--- config.mk ---
export PLATFORM = sky130hd
export DESIGN_NAME = conv_pe_feeder
export DESIGN_NICKNAME = d
export VERILOG_FILES = /design/src/rtl/conv_pe_feeder.sv
export SDC_FILE = /design/constraint.sdc
export NUM_CORES = 1
export LEC_CHECK = 0
export CAP_MARGIN = 20
export CORE_AREA = 2 2 318 320
export CTS_BUF_LIST = sky130_fd_sc_hd__clkbuf_16
export CTS_CLUSTER_DIAMETER = 60
export DETAILED_ROUTE_END_ITERATION = 16
export DIE_AREA = 0 0 320 322
export PLACE_DENSITY_LB_ADDON = 0.25
export SYNTH_ARGS = -nofsm -noshare
export SYNTH_HDL_FRONTEND = slang
export SYNTH_SLANG_ARGS = --single-unit
--- constraint.sdc ---
create_clock -name clk -period 19.76 [get_ports clk]
set_clock_uncertainty 0.2 [all_clocks]
set_input_delay 5.928 -clock clk [delete_from_list [all_inputs] [get_ports clk]]
set_output_delay 5.928 -clock clk [all_outputs]
set_load 0.05 [all_outputs]
--- src/rtl/conv_pe_feeder.sv ---
// conv_pe_feeder: transmit side of the conv_pe input protocol.
// Preloads one filter set, pulses change_filter, then streams a zero-padded
// 3-row IFM window per pixel with edge flags, data_run and a lagged cal_start.
module conv_pe_feeder #(
    parameter int K           = 3,
    parameter int IFM_DW      = 32,
    parameter int FILTER_DW   = 72,
    parameter int Tout        = 4,
    parameter int LOAD_CYCLES = 4,
    parameter int W_SIZE      = 9,
    parameter int FLAG_DELAY  = 2,
    parameter int CAL_LAG     = 3,
    localparam int LIW        = (LOAD_CYCLES > 1) ? $clog2(LOAD_CYCLES) : 1
) (
    input  logic                      clk,
    input  logic                      rst,
    input  logic                      start,
    input  logic [W_SIZE-1:0]         cfg_width,
    input  logic [W_SIZE-1:0]         cfg_height,
    output logic                      busy,
    output logic                      done,
    output logic                      flt_rd_en,
    output logic [LIW-1:0]            flt_rd_addr,
    input  logic [Tout*FILTER_DW-1:0] flt_rd_data,
    output logic                      ifm_rd_en,
    output logic [W_SIZE-1:0]         ifm_rd_row,
    output logic [W_SIZE-1:0]         ifm_rd_col,
    input  logic [K*IFM_DW-1:0]       ifm_rd_data,
    output logic                      o_load_filter,
    output logic [LIW-1:0]            o_load_idx,
    output logic [Tout*FILTER_DW-1:0] o_filter_flat,
    output logic                      o_change_filter,
    output logic                      o_data_run,
    output logic                      o_cal_start,
    output logic [K*IFM_DW-1:0]       o_ifm_flat,
    output logic                      o_is_first_row,
    output logic                      o_is_last_row,
    output logic                      o_is_first_col,
    output logic                      o_is_last_col
);

    // Drain must outlast the 2-stage IFM path plus the longer of the flag/cal pipes.
    localparam int DRAIN_LEN = 2 + ((FLAG_DELAY > CAL_LAG) ? FLAG_DELAY : CAL_LAG);
    localparam int DCW       = $clog2(DRAIN_LEN + 1);

    typedef enum logic [2:0] {
        S_IDLE,
        S_LOAD,
        S_GAP,
        S_CHANGE,
        S_STREAM,
        S_DRAIN,
        S_DONE
    } state_t;

    state_t            state;
    logic [W_SIZE-1:0] width_q;
    logic [W_SIZE-1:0] height_q;
    logic              zero_q;
    logic [DCW-1:0]    drain_cnt;

    logic              s1_valid;
    logic [W_SIZE-1:0] s1_row;
    logic [W_SIZE-1:0] s1_col;
    logic [K*IFM_DW-1:0] masked;
    logic [3:0]        beat_flags;
    logic [3:0]        flag_pipe [FLAG_DELAY+1];
    logic [CAL_LAG-1:0] cal_pipe;

    // Frame sequencer: filter load, filter swap, raster request generation and drain.
    always_ff @(posedge clk or posedge rst) begin
        if (rst) begin
            state           <= S_IDLE;
            busy            <= 1'b0;
            done            <= 1'b0;
            flt_rd_en       <= 1'b0;
            flt_rd_addr     <= '0;
            ifm_rd_en       <= 1'b0;
            ifm_rd_row      <= '0;
            ifm_rd_col      <= '0;
            width_q         <= '0;
            height_q        <= '0;
            zero_q          <= 1'b0;
            drain_cnt       <= '0;
            o_change_filter <= 1'b0;
        end else begin
            done            <= 1'b0;
            o_change_filter <= 1'b0;
            case (state)
                S_IDLE: begin
                    if (start) begin
                        width_q     <= cfg_width;
                        height_q    <= cfg_height;
                        zero_q      <= (cfg_width == '0) || (cfg_height == '0);
                        busy        <= 1'b1;
                        flt_rd_en   <= 1'b1;
                        flt_rd_addr <= '0;
                        state       <= S_LOAD;
                    end
                end
                S_LOAD: begin
                    if (flt_rd_addr == LIW'(LOAD_CYCLES - 1)) begin
                        flt_rd_en   <= 1'b0;
                        flt_rd_addr <= '0;
                        state       <= S_GAP;
                    end else begin
                        flt_rd_addr <= flt_rd_addr + 1'b1;
                    end
                end
                S_GAP: begin
                    state <= S_CHANGE;
                end
                S_CHANGE: begin
                    o_change_filter <= 1'b1;
                    if (zero_q) begin
                        drain_cnt <= '0;
                        state     <= S_DRAIN;
                    end else begin
                        ifm_rd_en  <= 1'b1;
                        ifm_rd_row <= '0;
                        ifm_rd_col <= '0;
                        state      <= S_STREAM;
                    end
                end
                S_STREAM: begin
                    if (ifm_rd_col == width_q - 1'b1) begin
                        ifm_rd_col <= '0;
                        if (ifm_rd_row == height_q - 1'b1) begin
                            ifm_rd_en  <= 1'b0;
                            ifm_rd_row <= '0;
                            drain_cnt  <= DCW'(DRAIN_LEN - 1);
                            state      <= S_DRAIN;
                        end else begin
                            ifm_rd_row <= ifm_rd_row + 1'b1;
                        end
                    end else begin
                        ifm_rd_col <= ifm_rd_col + 1'b1;
                    end
                end
                S_DRAIN: begin
                    if (drain_cnt == '0) begin
                        done  <= 1'b1;
                        state <= S_DONE;
                    end else begin
                        drain_cnt <= drain_cnt - 1'b1;
                    end
                end
                S_DONE: begin
                    busy  <= 1'b0;
                    state <= S_IDLE;
                end
                default: state <= S_IDLE;
            endcase
        end
    end

    // Filter beat register; the buffer's data arrives alongside the registered strobe.
    always_ff @(posedge clk or posedge rst) begin
        if (rst) begin
            o_load_filter <= 1'b0;
            o_load_idx    <= '0;
        end else begin
            o_load_filter <= flt_rd_en;
            o_load_idx    <= flt_rd_addr;
        end
    end

    assign o_filter_flat = o_load_filter ? flt_rd_data : '0;

    // Zero the neighbour rows that fall outside the frame for the pixel now returning.
    always_comb begin
        masked = ifm_rd_data;
        if (s1_row == '0) begin
            masked[IFM_DW-1:0] = '0;
        end
        if (s1_row == height_q - 1'b1) begin
            masked[K*IFM_DW-1 -: IFM_DW] = '0;
        end
    end

    assign beat_flags = {s1_row == '0, s1_row == height_q - 1'b1,
                         s1_col == '0, s1_col == width_q - 1'b1};

    // IFM path: request tag capture, then masked window register, flag and cal pipes.
    always_ff @(posedge clk or posedge rst) begin
        if (rst) begin
            s1_valid   <= 1'b0;
            s1_row     <= '0;
            s1_col     <= '0;
            o_data_run <= 1'b0;
            o_ifm_flat <= '0;
            for (int i = 0; i <= FLAG_DELAY; i++) begin
                flag_pipe[i] <= '0;
            end
            cal_pipe   <= '0;
        end else begin
            s1_valid     <= ifm_rd_en;
            s1_row       <= ifm_rd_row;
            s1_col       <= ifm_rd_col;
            o_data_run   <= s1_valid;
            o_ifm_flat   <= s1_valid ? masked : '0;
            flag_pipe[0] <= s1_valid ? beat_flags : 4'b0000;
            for (int i = 1; i <= FLAG_DELAY; i++) begin
                flag_pipe[i] <= flag_pipe[i-1];
            end
            cal_pipe[0]  <= o_data_run;
            for (int i = 1; i < CAL_LAG; i++) begin
                cal_pipe[i] <= cal_pipe[i-1];
            end
        end
    end

    assign {o_is_first_row, o_is_last_row, o_is_first_col, o_is_last_col} = flag_pipe[FLAG_DELAY];
    assign o_cal_start = cal_pipe[CAL_LAG-1];

endmodule

==> results of run 1 <==
==> cell usage after synthesis, drive strengths merged, types with 5 or more instances <==
master / count
xor2: 17
a22o: 6
and2: 322
and3: 76
xnor2: 25
nand3: 10
dfrtp: 184
nor3: 13
clkbuf: 61
inv: 15
nor4: 9
o31ai: 5
or3: 6
a21oi: 14
nor2b: 7
o21ai: 34
mux2: 15
xnor3: 5
ha: 7
nand2: 29
nor2: 26
==> through the flow <==
stage / instance area, sq um / util [%] / cells / hold WS, ps / setup WS, ps
detailed placement: 19100 / 19.2 / 3007 / 138 / 5650
global placement: 19100 / 19.2 / 3007 / 136 / 5630
global route: 19700 / 19.8 / 3046 / 173 / 5660
CTS: 19700 / 19.8 / 3039 / 157 / 5630
floorplan: 9420 / - / 944 / 131 / 7290
finish: 19700 / 19.8 / 3048 / 153 / 5750
==> sequential cells by signal, indices dropped and copies added (netlist names), 2 cells and up <==
| name | count |
|---|---|
| drain_cnt | 3 |
| cal_pipe | 3 |
| o_load_idx | 2 |
| o_ifm_flat | 96 |
| s1_col | 9 |
| ifm_rd_col | 9 |
| s1_row | 9 |
| height_q | 9 |
| width_q | 9 |
| state | 3 |
| ifm_rd_row | 9 |
| flag_pipe | 8 |
| flt_rd_addr | 2 |
==> layer usage <==
| metal | wire, um | GRT usage, % |
|---|---|---|
| met1 | 32000 | 17.1 |
| met2 | 53400 | 35.4 |
| met3 | 9750 | 8.13 |
| met4 | 6220 | 10.7 |
| met5 | 80 | 0 |
==> layout make-up <==
cell class	count	area, sq um	area share, %
Antenna cell	8	20.0	0.101
Clock buffer	17	425	2.15
Clock inverter	15	184	0.931
Inverter	15	63.8	0.323
Multi-Input combinational cell	681	4510	22.9
Sequential cell	184	4610	23.3
Tap cell	1298	1620	8.22
Timing Repair Buffer	830	8310	42.1
==> power by group through the flow <==
stage	logic [mW]	clock network (mW)	registers, mW
after floorplan	0.975	0	0.776
after global placement	2.05	0	0.600
after detailed placement	2.04	0	0.602
after CTS	2.06	0.389	0.597
after global routing	2.11	0.402	0.614
final	2.04	0.370	0.594
==> cells by family after synthesis <==
| logic type | synth area share (%) |
|---|---|
| xor+xnor | 5.10 |
| simple gates | 33.3 |
| fa+ha+maj | 0.929 |
| mux | 2.11 |
| compound gates | 6.49 |
| flops | 48.9 |
| buf+inv | 3.24 |
==> worst max-delay path by stage <==
stage	depth (start not counted)	startpoint	endpoint
global route	3	flt_rd_data[82]	o_filter_flat[82]
floorplan	1	flt_rd_data[0]	o_filter_flat[0]
CTS	3	flt_rd_data[82]	o_filter_flat[82]
detailed placement	3	flt_rd_data[82]	o_filter_flat[82]
finish	3	flt_rd_data[82]	o_filter_flat[82]
global placement	3	flt_rd_data[82]	o_filter_flat[82]
==> reports/summary.json, run 1 <==
{
  "run_status": "complete, no violations",
  "grt_start_max_net_pins": 127,
  "ios": 823,
  "final_hold_viol_count": 0,
  "nets": 2141,
  "cts-hold-fix-buffers": 0,
  "route.vias.total": 11000,
  "drt-initial-drc-count": 601,
  "avgSynthCellArea_sq_um": 9.98,
  "power_per_cell_area_mw_per_mm2": 152,
  "grt_pass1_vias": 11400,
  "peakVddDrop_v": 0.0000544,
  "core_area_sq_mm": 0.0996,
  "min_period_over_period_pct": 70.9,
  "std_cell_rows": 116,
  "final-setup-viol-count": 0,
  "holdCritStartpoint": "flag_pipe[11]",
  "report.power.total_mw": 3.00,
  "p_switching_mw": 1.70,
  "syn_inst": 944,
  "post_cts_gate_resize_count": 0,
  "post_route_cells_drive_above_1_share_pct": 3.90,
  "grt_antenna_before_repair": 56,
  "crit_type": "input pin to primary output",
  "largest_delay_share_family_worst_path": "buffers and inverters",
  "maxSlewViolCount": 0,
  "hpwlAfterDp_um": 87400,
  "tritoncts": "built",
  "die_area_sq_mm": 0.103,
  "edff_count_synth": 0,
  "drcViolationCount": 0,
  "routed_wl_um": 101000,
  "numPortBuffers": 822,
  "totalNegativeSetupSlack_ps": 0,
  "critical_path_buf_inv_count": 2,
  "worst_setup_path_start_kind": "input pin",
  "regToRegStartpoint": "height_q[0]",
  "grtUsageTotal_pct": 19.0,
  "grt_setup_unrepaired": "false",
  "sequentialPowerShare_pct": 19.8,
  "asyncSetResetFlopFracSynth_pct": 100,
  "yosys-top-cells-area": "sky130_fd_sc_hd__dfrtp_1 (49%), sky130_fd_sc_hd__and2_1 (21%), sky130_fd_sc_hd__and3_1 (5.0%)",
  "timing.reg2reg.worst_path_depth": 9,
  "worst_pin_slew_ps": 1070,
  "clock_tree.buffer_depth": 2,
  "global_route.overflow_total": 0,
  "die-width_um": 320,
  "timing.critical_path.to_type": "primary output",
  "critical-path-slowest-cell": "sky130_fd_sc_hd__clkdlybuf4s50_1",
  "switching_share_pct": 56.7,
  "yosysUniqueCellTypes": 61,
  "synthDominantCellAreaShare_pct": 48.9,
  "syn2layout_area_growth_pct": 110,
  "floorplan.die.height_um": 322,
  "gp_congestion": 0.935,
  "net_count_synth": 1356,
  "clk_transition_reported_paths_ps": 70,
  "crit_path_frequent_cell": "sky130_fd_sc_hd__clkdlybuf4s50_1",
  "max-cap-violations": 0,
  "synth-seq-cells": 184,
  "clock-sinks": 184,
  "cp_max_fo": 1,
  "hold-path-cell-count": 0,
  "cts_root_buffer": "sky130_fd_sc_hd__clkbuf_16",
  "wire_per_inst_um": 33.3,
  "synth.yosys.seq_area_share_pct": 48.9,
  "cp_data_required_time_ps": 13630,
  "critical_path.max_stage_delay_ps": 880,
  "slew_headroom_pct": 28.5,
  "antenna_violating_nets_post_route": 0,
  "class_of_the_most_critical_hold_timing_path": "flip-flop to flip-flop",
  "fin_crit_ps": 14010,
  "cts_inserted_buffers": 17,
  "layout.cells.most_common_list": "sky130_fd_sc_hd__clkdlybuf4s50_1 (822), sky130_fd_sc_hd__and2_1 (322), sky130_fd_sc_hd__dfrtp_1 (182)",
  "fmax_mhz": 71.4,
  "cts.repair_timing.setup_buffer_count": 0,
  "grt_pass1_wl_um": 126000,
  "internal_power_mw": 1.30,
  "synth_ff_type": "sky130_fd_sc_hd__dfrtp_1",
  "power.clock.fraction_pct": 12.3,
  "cellLeakagePower_nw": 7.81,
  "synth_area_leader_cell": "sky130_fd_sc_hd__dfrtp_1",
  "worst-r2r-setup-slack_ps": 16430,
  "synthesized_cell_area_sq_mm": 0.00942,
  "critPathArrivalTime_ps": 7890,
  "comb_power_share_pct": 67.9,
  "cts-htree-levels": 4,
  "synth-warning-count": 0,
  "drt_first_pass_iters": 5,
  "layout_commonest_cell": "sky130_fd_sc_hd__clkdlybuf4s50_1",
  "worst_flop_to_flop_path_endpoint": "o_ifm_flat[73]",
  "floorplan.initialDensity_pct": 9.47,
  "detail_route.vias_per_cell": 3.60,
  "clk_latency_ps": 470,
  "whs_endpoint": "flag_pipe[7]",
  "cp_cell_sequence": "clkdlybuf4s50_1, and2_1, clkdlybuf4s50_1",
  "fill_cells": 11000
}
No activity file was read; power rests on OpenSTA's default activity.
==> inputs of run 2 (changes only) <==
--- a/config.mk
+++ b/config.mk
@@ -6,11 +6,11 @@
 export NUM_CORES = 1
 export LEC_CHECK = 0
 export CAP_MARGIN = 20
-export CORE_AREA = 2 2 318 320
+export CORE_AREA = 2 2 323 325
 export CTS_BUF_LIST = sky130_fd_sc_hd__clkbuf_16
 export CTS_CLUSTER_DIAMETER = 60
 export DETAILED_ROUTE_END_ITERATION = 16
-export DIE_AREA = 0 0 320 322
+export DIE_AREA = 0 0 325 327
 export PLACE_DENSITY_LB_ADDON = 0.25
 export SYNTH_ARGS = -nofsm -noshare
 export SYNTH_HDL_FRONTEND = slang
==> constraint.sdc (replaced) <==
create_clock -name clk -period 13.09 [get_ports clk]
set_clock_uncertainty 0.2 [all_clocks]
set_input_delay 3.927 -clock clk [delete_from_list [all_inputs] [get_ports clk]]
set_output_delay 3.927 -clock clk [all_outputs]
set_load 0.05 [all_outputs]
==> reports/summary.json, run 2 (synthesis results as in run 1) <==
{
  "class_of_the_most_critical_hold_timing_path": "flip-flop to flip-flop",
  "wire_per_inst": {"value": 27.6, "unit": "um", "change": "-17%"},
  "core_area": {"value": 0.103, "unit": "sq mm", "change": "+3.4%"},
  "die_area": {"value": 0.106, "unit": "sq mm", "change": "+3.1%"},
  "largest_register_ffs": {"value": 96, "change": "unchanged"},
  "clk_transition_reported_paths": {"value": 80, "unit": "ps", "change": "about the same"},
  "maxSlewViolCount": {"value": 0, "change": "unchanged"},
  "min_period_over_period_pct": 76.8,
  "cts_inserted_buffers": {"value": 17, "change": "unchanged"},
  "grt_pass1_wl": {"value": 112000, "unit": "um", "change": "-11%"},
  "run_status": "complete, no violations",
  "post_cts_gate_resize_count": {"value": 0, "change": "unchanged"},
  "route.vias.total": {"value": 10500, "change": "-4.0%"},
  "placement.setup.worst_slack": {"value": 3100, "unit": "ps", "change": "-2540 ps"},
  "power_per_cell_area": {"value": 221, "unit": "mW/mm^2", "change": "+46%"},
  "clock_tree.buffer_depth": {"value": 2, "change": "unchanged"},
  "worst_flop_to_flop_path_endpoint": "drain_cnt[0]",
  "detail_route.vias_per_cell": {"value": 3.36, "change": "-6.6%"},
  "grt_start_max_net_pins": {"value": 236, "change": "+86%"},
  "hpwlAfterDp": {"value": 74000, "unit": "um", "change": "-15%"},
  "worst_setup_path_start_kind": "input pin",
  "gp_congestion": {"value": 1.07, "change": "+14%"},
  "max-cap-violations": {"value": 0, "change": "unchanged"},
  "setup.worst_path.start": "flt_rd_data[272]",
  "setup_slack": {"value": 3040, "unit": "ps", "change": "-2710 ps"},
  "final_design_area_no_fill": {"value": 0.0199, "unit": "sq mm", "change": "+0.57%"},
  "grt_antenna_before_repair": {"value": 47, "change": "-16%"},
  "timing.critical_path.to_type": "primary output",
  "regToRegStartpoint": "height_q[0]",
  "final-setup-viol-count": {"value": 0, "change": "unchanged"},
  "final_hold_viol_count": {"value": 0, "change": "unchanged"},
  "numPlacedInstances": {"value": 3088, "change": "+2.7%"},
  "ios": {"value": 823, "change": "unchanged"},
  "layout_commonest_cell": "sky130_fd_sc_hd__clkdlybuf4s50_1",
  "cellLeakagePower": {"value": 7.81, "unit": "nW", "change": "about the same"},
  "clk_latency": {"value": 460, "unit": "ps", "change": "about the same"},
  "global_route.overflow_total": {"value": 0, "change": "unchanged"},
  "worst_pin_slew": {"value": 966, "unit": "ps", "change": "-103 ps"},
  "slew_headroom": {"value": 35.6, "unit": "%", "change": "+7.1 points"},
  "worst-r2r-setup-slack": {"value": 9910, "unit": "ps", "change": "-6520 ps"},
  "critPathCapture": "o_filter_flat[272]",
  "tritoncts": "built",
  "layout.cells.most_common_list": "sky130_fd_sc_hd__clkdlybuf4s50_1 (822), sky130_fd_sc_hd__and2_1 (322), sky130_fd_sc_hd__dfrtp_1 (182)",
  "cts.repair_timing.setup_buffer_count": {"value": 0, "change": "unchanged"},
  "cts-hold-fix-buffers": {"value": 0, "change": "unchanged"},
  "drt-initial-drc-count": {"value": 435, "change": "-28%"},
  "floorplan.initialDensity": {"value": 9.16, "unit": "%", "change": "-0.31 points"},
  "fin_crit_ps": 10050,
  "grt_setup_unrepaired": "false",
  "grtUsageTotal": {"value": 15.7, "unit": "%", "change": "-3.2 points"},
  "std_cell_rows": {"value": 118, "change": "+1.7%"},
  "floorplan.die.height": {"value": 327, "unit": "um", "change": "+1.6%"},
  "grt_pass1_vias": {"value": 11100, "change": "-2.9%"},
  "drt_first_pass_iters": {"value": 4, "change": "-1"},
  "syn2layout_area_growth_pct": 111,
  "drcViolationCount": {"value": 0, "change": "unchanged"},
  "critPathArrivalTime": {"value": 5930, "unit": "ps", "change": "-1960 ps"},
  "crit_type": "input pin to primary output",
  "fmax_mhz": 99.5,
  "antenna_violating_nets_post_route": {"value": 0, "change": "unchanged"},
  "numPortBuffers": {"value": 822, "change": "unchanged"},
  "final_core_util": {"value": 19.3, "unit": "%", "change": "-0.53 points"},
  "nets": {"value": 2141, "change": "unchanged"},
  "timing.reg2reg.worst_path_depth": {"value": 9, "change": "unchanged"},
  "die-width": {"value": 325, "unit": "um", "change": "+1.6%"},
  "post_dp_cell_area": {"value": 0.0192, "unit": "sq mm", "change": "+0.56%"},
  "largest_register": "o_ifm_flat",
  "peakVddDrop": {"value": 0.000109, "unit": "V", "change": "+100%"},
  "cp_data_required_time": {"value": 8960, "unit": "ps", "change": "-4670 ps"},
  "post_route_cells_drive_above_1_share": {"value": 3.79, "unit": "%", "change": "-0.11 points"},
  "totalNegativeSetupSlack": {"value": 0, "unit": "ps", "change": "unchanged"},
  "layout.cells.non_filler": {"value": 3131, "change": "+2.7%"},
  "clock-sinks": {"value": 184, "change": "unchanged"},
  "cts-htree-levels": {"value": 4, "change": "unchanged"},
  "cts_root_buffer": "sky130_fd_sc_hd__clkbuf_16",
  "routed_wl": {"value": 86600, "unit": "um", "change": "-15%"},
  "cp_max_fo": {"value": 3, "change": "+2"}
}
==> run 2: final cells by class <==
type                    count  area [sq um]
clock buffers              17           425
inverters                  15          63.8
multi-input cells         681          4510
repair buffers            830          8340
diodes                      9          22.5
clock inverters            15           159
well taps                1380          1730
fillers                 11400         83000
flip-flops and latches    184          4610
==> run 2: per-layer routing <==
metal	GRT usage (%)	wire, um	part of all wire [%]
met1	17.0	32400	37
met2	28.0	44200	51
met3	6.59	7690	8.9
met4	4.60	1950	2.3
met5	0	227	0.26
==> run 2: critical path, cell delays in order <==
cell,delay [ps]
sky130_fd_sc_hd__clkdlybuf4s50_1,750
sky130_fd_sc_hd__and2_1,350
sky130_fd_sc_hd__clkdlybuf4s50_1,890
==> run 2: metrics by stage <==
step | hold WS, ps | total power, mW
after detailed placement | 135 | 3.89
after floorplan | 131 | 2.64
after global routing | 148 | 4.60
after global placement | 138 | 3.90
final | 142 | 4.40
after CTS | 144 | 4.48
==> run 2: worst min path at each step <==
stage / startpoint / to / slack, ps / depth (start not counted)
after floorplan: cal_pipe[0] / cal_pipe[1] / 130 / 0
after global placement: flag_pipe[11] / flag_pipe[7] / 140 / 0
after detailed placement: flag_pipe[7] / o_is_first_row / 130 / 0
after CTS: flag_pipe[7] / o_is_first_row / 140 / 0
after global routing: flag_pipe[7] / o_is_first_row / 150 / 0
final: flag_pipe[7] / o_is_first_row / 140 / 0
==> run 2: power by group <==
| group | internal, mW | switching, mW |
|---|---|---|
| clock | 0.271 | 0.275 |
| combinational | 0.967 | 1.99 |
| sequential | 0.724 | 0.166 |
| total | 1.96 | 2.44 |
